==> config.mk <==
export PLATFORM = sky130hd
export DESIGN_NAME = ahb_arbiter_mn
export DESIGN_NICKNAME = d
export VERILOG_FILES = /design/src/rtl/ahb_arbiter_mn.sv
export SDC_FILE = /design/constraint.sdc
export NUM_CORES = 1
export LEC_CHECK = 0
export BUFFER_PORTS_ARGS = -buffer_cell sky130_fd_sc_hd__buf_2
export CAP_MARGIN = 20
export CORE_UTILIZATION = 45
export CTS_BUF_LIST = sky130_fd_sc_hd__clkbuf_16
export CTS_CLUSTER_DIAMETER = 30
export DETAILED_ROUTE_END_ITERATION = 16
export MAX_ROUTING_LAYER = met4
export PLACE_DENSITY = 0.71
export SLEW_MARGIN = 20
export SYNTH_ARGS = -nofsm -noshare
export SYNTH_HDL_FRONTEND = slang
export SYNTH_SLANG_ARGS = --single-unit
==> constraint.sdc <==
create_clock -name HCLK -period 3 [get_ports HCLK]
set_input_delay 0.15 -clock HCLK [delete_from_list [all_inputs] [get_ports HCLK]]
set_output_delay 0.15 -clock HCLK [all_outputs]
set_load 0.05 [all_outputs]
==> src/rtl/ahb_arbiter_mn.sv <==
// ---------------------------------------------------------------------------
// ahb_arbiter_mn
//
// Parametrised AHB bus arbiter for P_NUM_MASTERS requesters. Supports a
// fixed-priority (index 0 highest) or round-robin policy, holds the grant for
// the length of fixed-length bursts, and freezes the grant while the owning
// master keeps HLOCK asserted.
//
// Parameters:
//   P_NUM_MASTERS    number of masters (2..16)
//   P_ARB_MODE       0 = fixed priority, 1 = round-robin
//   P_DEFAULT_MASTER master granted when nobody is requesting
//
// Ports:
//   HCLK       bus clock
//   HRESETn    asynchronous active-low reset
//   HREADY     bus-wide ready; all state advances only when high
//   HBUSREQ    per-master bus request
//   HLOCK      per-master locked-transfer request
//   HTRANS     muxed HTRANS of the current HMASTER
//   HBURST     muxed HBURST of the current HMASTER
//   HGRANT     one-hot grant (registered)
//   HMASTER    index of the address-phase owner (registered)
//   HMASTLOCK  current transfer is locked (registered)
// ---------------------------------------------------------------------------
module ahb_arbiter_mn #(
    parameter int P_NUM_MASTERS    = 4,
    parameter int P_ARB_MODE       = 0,
    parameter int P_DEFAULT_MASTER = 0
) (
    input  logic                     HCLK,
    input  logic                     HRESETn,
    input  logic                     HREADY,
    input  logic [P_NUM_MASTERS-1:0] HBUSREQ,
    input  logic [P_NUM_MASTERS-1:0] HLOCK,
    input  logic [1:0]               HTRANS,
    input  logic [2:0]               HBURST,
    output logic [P_NUM_MASTERS-1:0] HGRANT,
    output logic [3:0]               HMASTER,
    output logic                     HMASTLOCK
);

    localparam logic [1:0] TRANS_IDLE   = 2'b00;
    localparam logic [1:0] TRANS_BUSY   = 2'b01;
    localparam logic [1:0] TRANS_NONSEQ = 2'b10;
    localparam logic [1:0] TRANS_SEQ    = 2'b11;

    localparam logic [3:0] DEF_IDX = 4'(P_DEFAULT_MASTER);
    localparam logic [P_NUM_MASTERS-1:0] DEF_GRANT =
        {{(P_NUM_MASTERS-1){1'b0}}, 1'b1} << P_DEFAULT_MASTER;

    typedef enum logic [1:0] {
        ST_ARB    = 2'd0,
        ST_BURST  = 2'd1,
        ST_LOCKED = 2'd2
    } state_t;

    state_t                     state;
    state_t                     state_next;
    logic [3:0]                 beat_cnt;
    logic [3:0]                 cnt_next;
    logic [3:0]                 burst_len;
    logic [3:0]                 rr_ptr;
    logic [3:0]                 grant_idx;
    logic [3:0]                 win;
    logic [P_NUM_MASTERS-1:0]   win_onehot;
    logic                       any_req;
    logic                       found;
    logic                       cur_lock;
    logic                       grant_lock;

    // Remaining beats after the NONSEQ beat for fixed-length bursts; SINGLE
    // and undefined-length INCR map to zero so they never hold the grant.
    always_comb begin
        burst_len = 4'd0;
        case (HBURST)
            3'b010, 3'b011: burst_len = 4'd3;
            3'b100, 3'b101: burst_len = 4'd7;
            3'b110, 3'b111: burst_len = 4'd15;
            default:        burst_len = 4'd0;
        endcase
    end

    // Lock bits of the address-phase owner and of the granted master. Loops
    // with constant selects keep the 4-bit index from overrunning the vector
    // when fewer than 16 masters are present.
    always_comb begin
        cur_lock   = 1'b0;
        grant_lock = 1'b0;
        for (int i = 0; i < P_NUM_MASTERS; i++) begin
            if (HMASTER == 4'(i))   cur_lock   = HLOCK[i];
            if (grant_idx == 4'(i)) grant_lock = HLOCK[i];
        end
    end

    // Beat counter tracking. A NONSEQ always (re)starts a burst, so an early
    // termination followed by a new burst is handled in the same cycle; IDLE
    // abandons any burst in progress and BUSY simply pauses it.
    always_comb begin
        cnt_next = beat_cnt;
        case (HTRANS)
            TRANS_IDLE:   cnt_next = 4'd0;
            TRANS_BUSY:   cnt_next = beat_cnt;
            TRANS_NONSEQ: cnt_next = burst_len;
            TRANS_SEQ: begin
                if (state != ST_ARB && beat_cnt != 4'd0)
                    cnt_next = beat_cnt - 4'd1;
            end
            default:      cnt_next = beat_cnt;
        endcase
    end

    // Lock outranks burst tracking; re-arbitration happens only on edges that
    // land back in ARB, which includes the edge accepting the last burst beat.
    always_comb begin
        state_next = ST_ARB;
        if (cur_lock)
            state_next = ST_LOCKED;
        else if (cnt_next != 4'd0)
            state_next = ST_BURST;
    end

    // Arbitration winner. Fixed priority takes the lowest requesting index;
    // round-robin searches upward from just past the pointer and wraps, which
    // also lets a lone requester that already owns the bus keep it.
    always_comb begin
        any_req = |HBUSREQ;
        win     = DEF_IDX;
        found   = 1'b0;
        if (any_req) begin
            if (P_ARB_MODE == 0) begin
                for (int i = P_NUM_MASTERS - 1; i >= 0; i--) begin
                    if (HBUSREQ[i]) win = 4'(i);
                end
            end else begin
                for (int i = 0; i < P_NUM_MASTERS; i++) begin
                    if (!found && HBUSREQ[i] && (4'(i) > rr_ptr)) begin
                        win   = 4'(i);
                        found = 1'b1;
                    end
                end
                for (int i = 0; i < P_NUM_MASTERS; i++) begin
                    if (!found && HBUSREQ[i]) begin
                        win   = 4'(i);
                        found = 1'b1;
                    end
                end
            end
        end
    end

    always_comb begin
        win_onehot = '0;
        for (int i = 0; i < P_NUM_MASTERS; i++) begin
            win_onehot[i] = (win == 4'(i));
        end
    end

    // All arbiter state, including the registered outputs. Nothing moves while
    // HREADY is low. HMASTER follows the grant one accepted address phase late.
    always_ff @(posedge HCLK or negedge HRESETn) begin
        if (!HRESETn) begin
            state     <= ST_ARB;
            beat_cnt  <= 4'd0;
            rr_ptr    <= DEF_IDX;
            grant_idx <= DEF_IDX;
            HGRANT    <= DEF_GRANT;
            HMASTER   <= DEF_IDX;
            HMASTLOCK <= 1'b0;
        end else if (HREADY) begin
            state     <= state_next;
            beat_cnt  <= cnt_next;
            HMASTER   <= grant_idx;
            HMASTLOCK <= grant_lock;
            if (state_next == ST_ARB) begin
                grant_idx <= win;
                HGRANT    <= win_onehot;
                if (any_req) rr_ptr <= win;
            end
        end
    end

endmodule

== Word-level counts from Yosys, hierarchy flattened ==
Cells that the tools add are included.

* Register bits: 19
* Latch bits: 0
* Memories: 0
* Input bits: 16
* RAM bits: 0
* Word-level logic and storage cells: 57
* Output and inout bits: 9
* Bits in read-only memories: 0

* Bitwise operators: 0
* Equal/unequal tests: 18
* Multiplexer cells: 18
* Reduce and logical (&&, ||, !) cells: 14
* Multiply operators: 0
* Shifts and indexed selects: 0
* Divide/modulo/power cells: 0
* Magnitude comparators: 0
* Add/sub/neg operators: 1

{| class="wikitable"
|+ Operators by type and width
! operator !! number
|-
| equality test 4 x 2 -> 1 bit (second input constant) || 6
|-
| 2-to-1 mux 4 bit || 5
|-
| case mux 4 bit (4 select lines) || 1
|-
| equality test 3 bit (second input constant) || 4
|-
| equality test 4 x 1 -> 1 bit (second input constant) || 3
|-
| logical NOT 4 bit || 3
|-
| case mux 4 bit (3 select lines) || 1
|-
| 2-to-1 mux 1 bit || 9
|-
| nonzero test 4 bit || 2
|-
| equality test 3 x 2 -> 1 bit (second input constant) || 2
|-
| OR reduction 2 bit || 3
|-
| equality test 2 bit (second input constant) || 2
|-
| logical NOT 2 bit || 2
|-
| 2-to-1 mux 2 bit || 2
|-
| OR reduction 4 bit || 1
|-
| subtractor 4 x 1 -> 4 bit (second input constant) || 1
|-
| equality test 2 x 1 -> 1 bit (second input constant) || 1
|-
| AND reduction 2 bit || 1
|-
| nonzero test 2 bit || 1
|-
| logical AND 1 bit || 1
|}

== Logic depth before layout (Yosys ltp) ==
* Depth in word-level cells: 9
* Depth in mapped cells: 7
* Mapped depth without buffers: 7

== Worst setup path after synthesis ==
No wires, ideal clock.

* Path kind: register to register
* From: register beat_cnt[0]
* To: register HGRANT[1]
* Data required time: 2.875 ns
* Library setup time: 0.125 ns
* Path slack: 0.588 ns
* Cell stages (with the launch flop): 8
* Period minus slack after synthesis: 2.412 ns
* Path buffers: 0
* Data arrival time: 2.287 ns
* Cell sequence: dfrtp_1 > inv_1 > ha_1 > or3b_1 > a211oi_2 > o211ai_2 > a2111oi_4 > mux2_2

* Cells in the longest elaborated chain, start to end: 9
* Elaborated cells between the ends (all ways): 10
* Those cells by class: add/sub (1); mux (4); reduce/logical (5)

{| class="wikitable"
|+ RTL lines
! what !! line !! RTL
|-
| start, declared || 60 || <nowiki>logic [3:0] beat_cnt;</nowiki>
|-
| start signal, assigned || 172 || <nowiki>beat_cnt <= cnt_next;</nowiki>
|-
| parallel branches: the longest is 3 deep, another holds subtractor 4 x 1 -> 4 bit || n/a ||
|-
| case mux 4 bit (4 select lines) (*) || 101 || <nowiki>case (HTRANS)</nowiki>
|-
| nonzero test 4 bit (*) || 119 || <nowiki>else if (cnt_next != 4'd0)</nowiki>
|-
| 2-to-1 mux 1 bit (*) || 119 ||
|-
| 2-to-1 mux 2 bit (*) || 117 || <nowiki>if (cur_lock)</nowiki>
|-
| logical NOT 2 bit (*) || 175 || <nowiki>if (state_next == ST_ARB) begin</nowiki>
|-
| AND reduction 2 bit (no line) (*) || n/a ||
|-
| end signal, assigned || 177 || <nowiki>HGRANT <= win_onehot;</nowiki>
|-
| end, declared || 38 || <nowiki>output logic [P_NUM_MASTERS-1:0] HGRANT,</nowiki>
|}

Every way passes the cells marked *.
A chain may end at the register's enable or synchronous reset.

== Final worst setup path ==
Ends and elaborated chain as after synthesis.

==> out/qor.json <==
{
  "run_status": {"value": "completed"},
  "seqPwrFrac": {"value": 34.5, "unit": "%"},
  "core": {"value": 1760, "unit": "um^2"},
  "rows": {"value": 15},
  "p_int": {"value": 0.599, "unit": "mW"},
  "register_bit_count_reported_by_yosys": {"value": 15},
  "clock_insertion_delay_worst_skew": {"value": 240, "unit": "ps"},
  "ir_drop": {"value": 0.658, "unit": "mV"},
  "post-cts-setup-buffers": {"value": 0},
  "post-place-ws": {"value": 388, "unit": "ps"},
  "unrepaired_setup_endpoints_after_global_routing": {"value": "false"},
  "comb_power_share": {"value": 39.8, "unit": "%"},
  "synth-edff-count": {"value": 0},
  "drv_slew": {"value": 0},
  "most_common_cell_after_layout_fill_and_taps_aside": {"value": "sky130_fd_sc_hd__buf_2"},
  "max_cap_viol_count": {"value": 0},
  "p_switching": {"value": 0.384, "unit": "mW"},
  "clockBufferDepth": {"value": 2},
  "setup-tns-final": {"value": 0, "unit": "ps"},
  "yosys_warnings": {"value": 0},
  "drcViolationCount": {"value": 0},
  "layout_worst_path_cycle_share": {"value": 86.4, "unit": "%"},
  "clock_power_share": {"value": 25.7, "unit": "%"},
  "synth.cell_area": {"value": 871, "unit": "um^2"},
  "final_nets": {"value": 124},
  "die-width": {"value": 46.0, "unit": "um"},
  "path_clk_slew": {"value": 50, "unit": "ps"},
  "final_count_of_negative_setup_slack_endpoints": {"value": 0},
  "grt.total_usage": {"value": 19.3, "unit": "%"},
  "timing.critical_path.fanout_max": {"value": 6},
  "vias_per_cell": {"value": 5.28},
  "postLayoutSetupSlackWorst": {"value": 408, "unit": "ps"},
  "gr-usage-met2": {"value": 30.4, "unit": "%"},
  "layout_cells_sized_above_1": {"value": 37.7, "unit": "%"},
  "via_count_of_the_first_global_routing_pass": {"value": 641},
  "leakagePower": {"value": 0.515, "unit": "nW"},
  "clock-sinks": {"value": 15},
  "layout.cells.most_common_list": {"value": "sky130_fd_sc_hd__buf_2, sky130_fd_sc_hd__dfrtp_1, sky130_fd_sc_hd__mux2_2, sky130_fd_sc_hd__a21oi_1, sky130_fd_sc_hd__inv_1"},
  "synth_cell_type_count": {"value": 29},
  "gp_congestion": {"value": 0.870},
  "netlist_instances": {"value": 82},
  "route.vias.total": {"value": 692},
  "syn-mean-instance-area": {"value": 10.6, "unit": "um^2"},
  "highest_achievable_clock_rate": {"value": 386, "unit": "MHz"},
  "detailed_router_s_first_iteration_violation_count": {"value": 11},
  "power_density": {"value": 909, "unit": "nW/um^2"},
  "cts.repair.resized": {"value": 0},
  "final_design_area_no_fill": {"value": 1080, "unit": "um^2"},
  "routing_usage_on_met3": {"value": 5.95, "unit": "%"},
  "r2r_slack": {"value": 410, "unit": "ps"},
  "antenna_violations_before_repair": {"value": 0},
  "ys_seq_area_share": {"value": 43.2, "unit": "%"},
  "gr-usage-met1": {"value": 22.5, "unit": "%"},
  "top_level_ports": {"value": 25},
  "initial_core_utilization": {"value": 49.4, "unit": "%"},
  "critPathLaunchType": {"value": "register"},
  "critical-path-max-stage-delay": {"value": 590, "unit": "ps"},
  "worstHoldPathType": {"value": "in -> reg"},
  "wire_per_inst": {"value": 12.3, "unit": "um"},
  "tritoncts.num_buffers": {"value": 3},
  "synthFlopType": {"value": "sky130_fd_sc_hd__dfrtp_1"},
  "critPathCaptureType": {"value": "register"},
  "maximum_level_of_the_cts_h_tree": {"value": 1},
  "crit_type": {"value": "reg -> reg"},
  "numPortBuffers": {"value": 21},
  "routing_layer_with_the_top_usage_in_global_route": {"value": "met2"},
  "max_slew.worst_pin.slew": {"value": 520, "unit": "ps"},
  "power_switching_share": {"value": 39.0, "unit": "%"},
  "grt_pass1_wl": {"value": 2700, "unit": "um"},
  "globalRouteOverflowTotal": {"value": 0},
  "pin_count_of_the_biggest_net_entering_global_routing": {"value": 16},
  "antenna_violating_nets_post_route": {"value": 0},
  "cells_along_the_critical_path": {"value": "inv_1, ha_1, or3b_1, a211oi_2, o211ai_2, a2111oi_4, mux2_2"},
  "data_required_time_at_the_worst_endpoint": {"value": 3120, "unit": "ps"},
  "place_hpwl": {"value": 1180, "unit": "um"},
  "ys_async_sr_fraction": {"value": 100, "unit": "%"},
  "clk_root_buffer_cell": {"value": "sky130_fd_sc_hd__clkbuf_16"},
  "placement.cell_area": {"value": 992, "unit": "um^2"},
  "hold_ws": {"value": 221, "unit": "ps"},
  "worst_ep_arrival_time": {"value": 2720, "unit": "ps"},
  "chipHeight": {"value": 46.0, "unit": "um"},
  "cts_tree": {"value": "built"},
  "worst_path_max_delay_cell": {"value": "sky130_fd_sc_hd__a2111oi_4"},
  "holdBufCountCts": {"value": 1},
  "floorplan_die_area": {"value": 2120, "unit": "um^2"},
  "final_period_minus_worst_setup_slack": {"value": 2590, "unit": "ps"},
  "timing_hold_violations_final": {"value": 0},
  "timing.clock.skew": {"value": 5.80, "unit": "ps"},
  "detail_route.wirelength": {"value": 1610, "unit": "um"},
  "antenna-diode-count": {"value": 0},
  "area_grow_syn2layout": {"value": 24.1, "unit": "%"},
  "firstDrtPassIters": {"value": 4},
  "slew_headroom": {"value": 65.3, "unit": "%"}
}
-- path summary, 6_finish.rpt --
path                                    startpoint  cells past startpoint                       to
setup reg to reg           beat_cnt[0]$_DFFE_PN0P_                      7    HGRANT[1]$_DFFE_PN0P_
min in group asynchronous                  HRESETn                      2   HMASTER[1]$_DFFE_PN0P_
hold reg to reg              HGRANT[0]$_DFFE_PN1P_                      2    HGRANT[0]$_DFFE_PN1P_
max in group asynchronous                  HRESETn                      2    HGRANT[0]$_DFFE_PN1P_
hold / removal                           HBURST[1]                      3  beat_cnt[3]$_DFFE_PN0P_
setup / recovery           beat_cnt[0]$_DFFE_PN0P_                      7    HGRANT[1]$_DFFE_PN0P_
-- routing by layer --
| metal | vias up | wire [um] |
|---|---|---|
| met5 | - | 0 |
| met4 | 0 | 37 |
| met3 | 4 | 70 |
| met2 | 17 | 800 |
| met1 | 327 | 702 |
| li1 | 344 | - |
-- cells in the mapped netlist (all sizes together) (2+ instances only) --
| cell | count | area (um^2) |
|---|---|---|
| dfrtp | 14 | 350 |
| nor2b | 2 | 12.5 |
| mux2 | 9 | 101 |
| inv | 7 | 26.3 |
| o21ai | 4 | 20.0 |
| mux4 | 2 | 45.0 |
| a21oi | 9 | 45.0 |
| nor2 | 6 | 22.5 |
| nor3 | 4 | 20.0 |
| nand3 | 2 | 10.0 |
| mux2i | 2 | 20.0 |
| buf | 2 | 15.0 |
| nand2 | 3 | 11.3 |
| o211ai | 2 | 20.0 |
-- critical path: cells and delay by family (launching register included) --
family | cells | cell delay (ps)
AO/OA/AOI/OAI | 3 | 990
flip-flops | 1 | 410
adder cells (fa/ha/maj) | 1 | 190
buffers and inverters | 1 | 90
AND/OR/NAND/NOR | 1 | 400
multiplexers | 1 | 390
-- power groups by stage --
stage	Sequential [mW]	Clock (mW)	Combinational, mW
after floorplan	0.474	0	0.170
after global placement	0.337	0	0.386
after detailed placement	0.339	0	0.392
after CTS	0.340	0.256	0.395
after global routing	0.350	0.266	0.421
final	0.339	0.253	0.392
-- metrics by stage --
stage          utilization (%)  instances  total power, mW
2_1_floorplan                -         83            0.644
3_3_place_gp              56.2        126            0.724
3_5_place_dp              56.2        126            0.731
4_1_cts                   61.3        131            0.991
5_1_grt                   61.3        131             1.04
6_report                  61.3        131            0.983
-- state kept, by name, indices dropped and copies added (netlist names) --
signal / flops
HGRANT: 4
beat_cnt: 4
HMASTER: 2
grant_idx: 2
state: 2
HMASTLOCK: 1
-- layout make-up --
cell class              count  area (um^2)
repair buffers             22          115
flip-flops and latches     15          377
fillers                   153          683
clock inverters             1         3.75
well taps                  25         31.3
clock buffers               3         75.1
multi-input cells          58          453
inverters                   7         26.3
-- cell families (layout without fill, tap and decap cells) --
family                   after synthesis  in the layout  synth area share [%]
AO/OA/AOI/OAI                         20             20                  17.2
adder cells (fa/ha/maj)                1              1                  1.44
flip-flops                            15             15                  43.2
other                                  1              2                 0.431
AND/OR/NAND/NOR                       22             22                  13.4
multiplexers                          13             13                  19.1
buffers and inverters                 10             33                  5.17
Power figures use the tool's default switching activity.
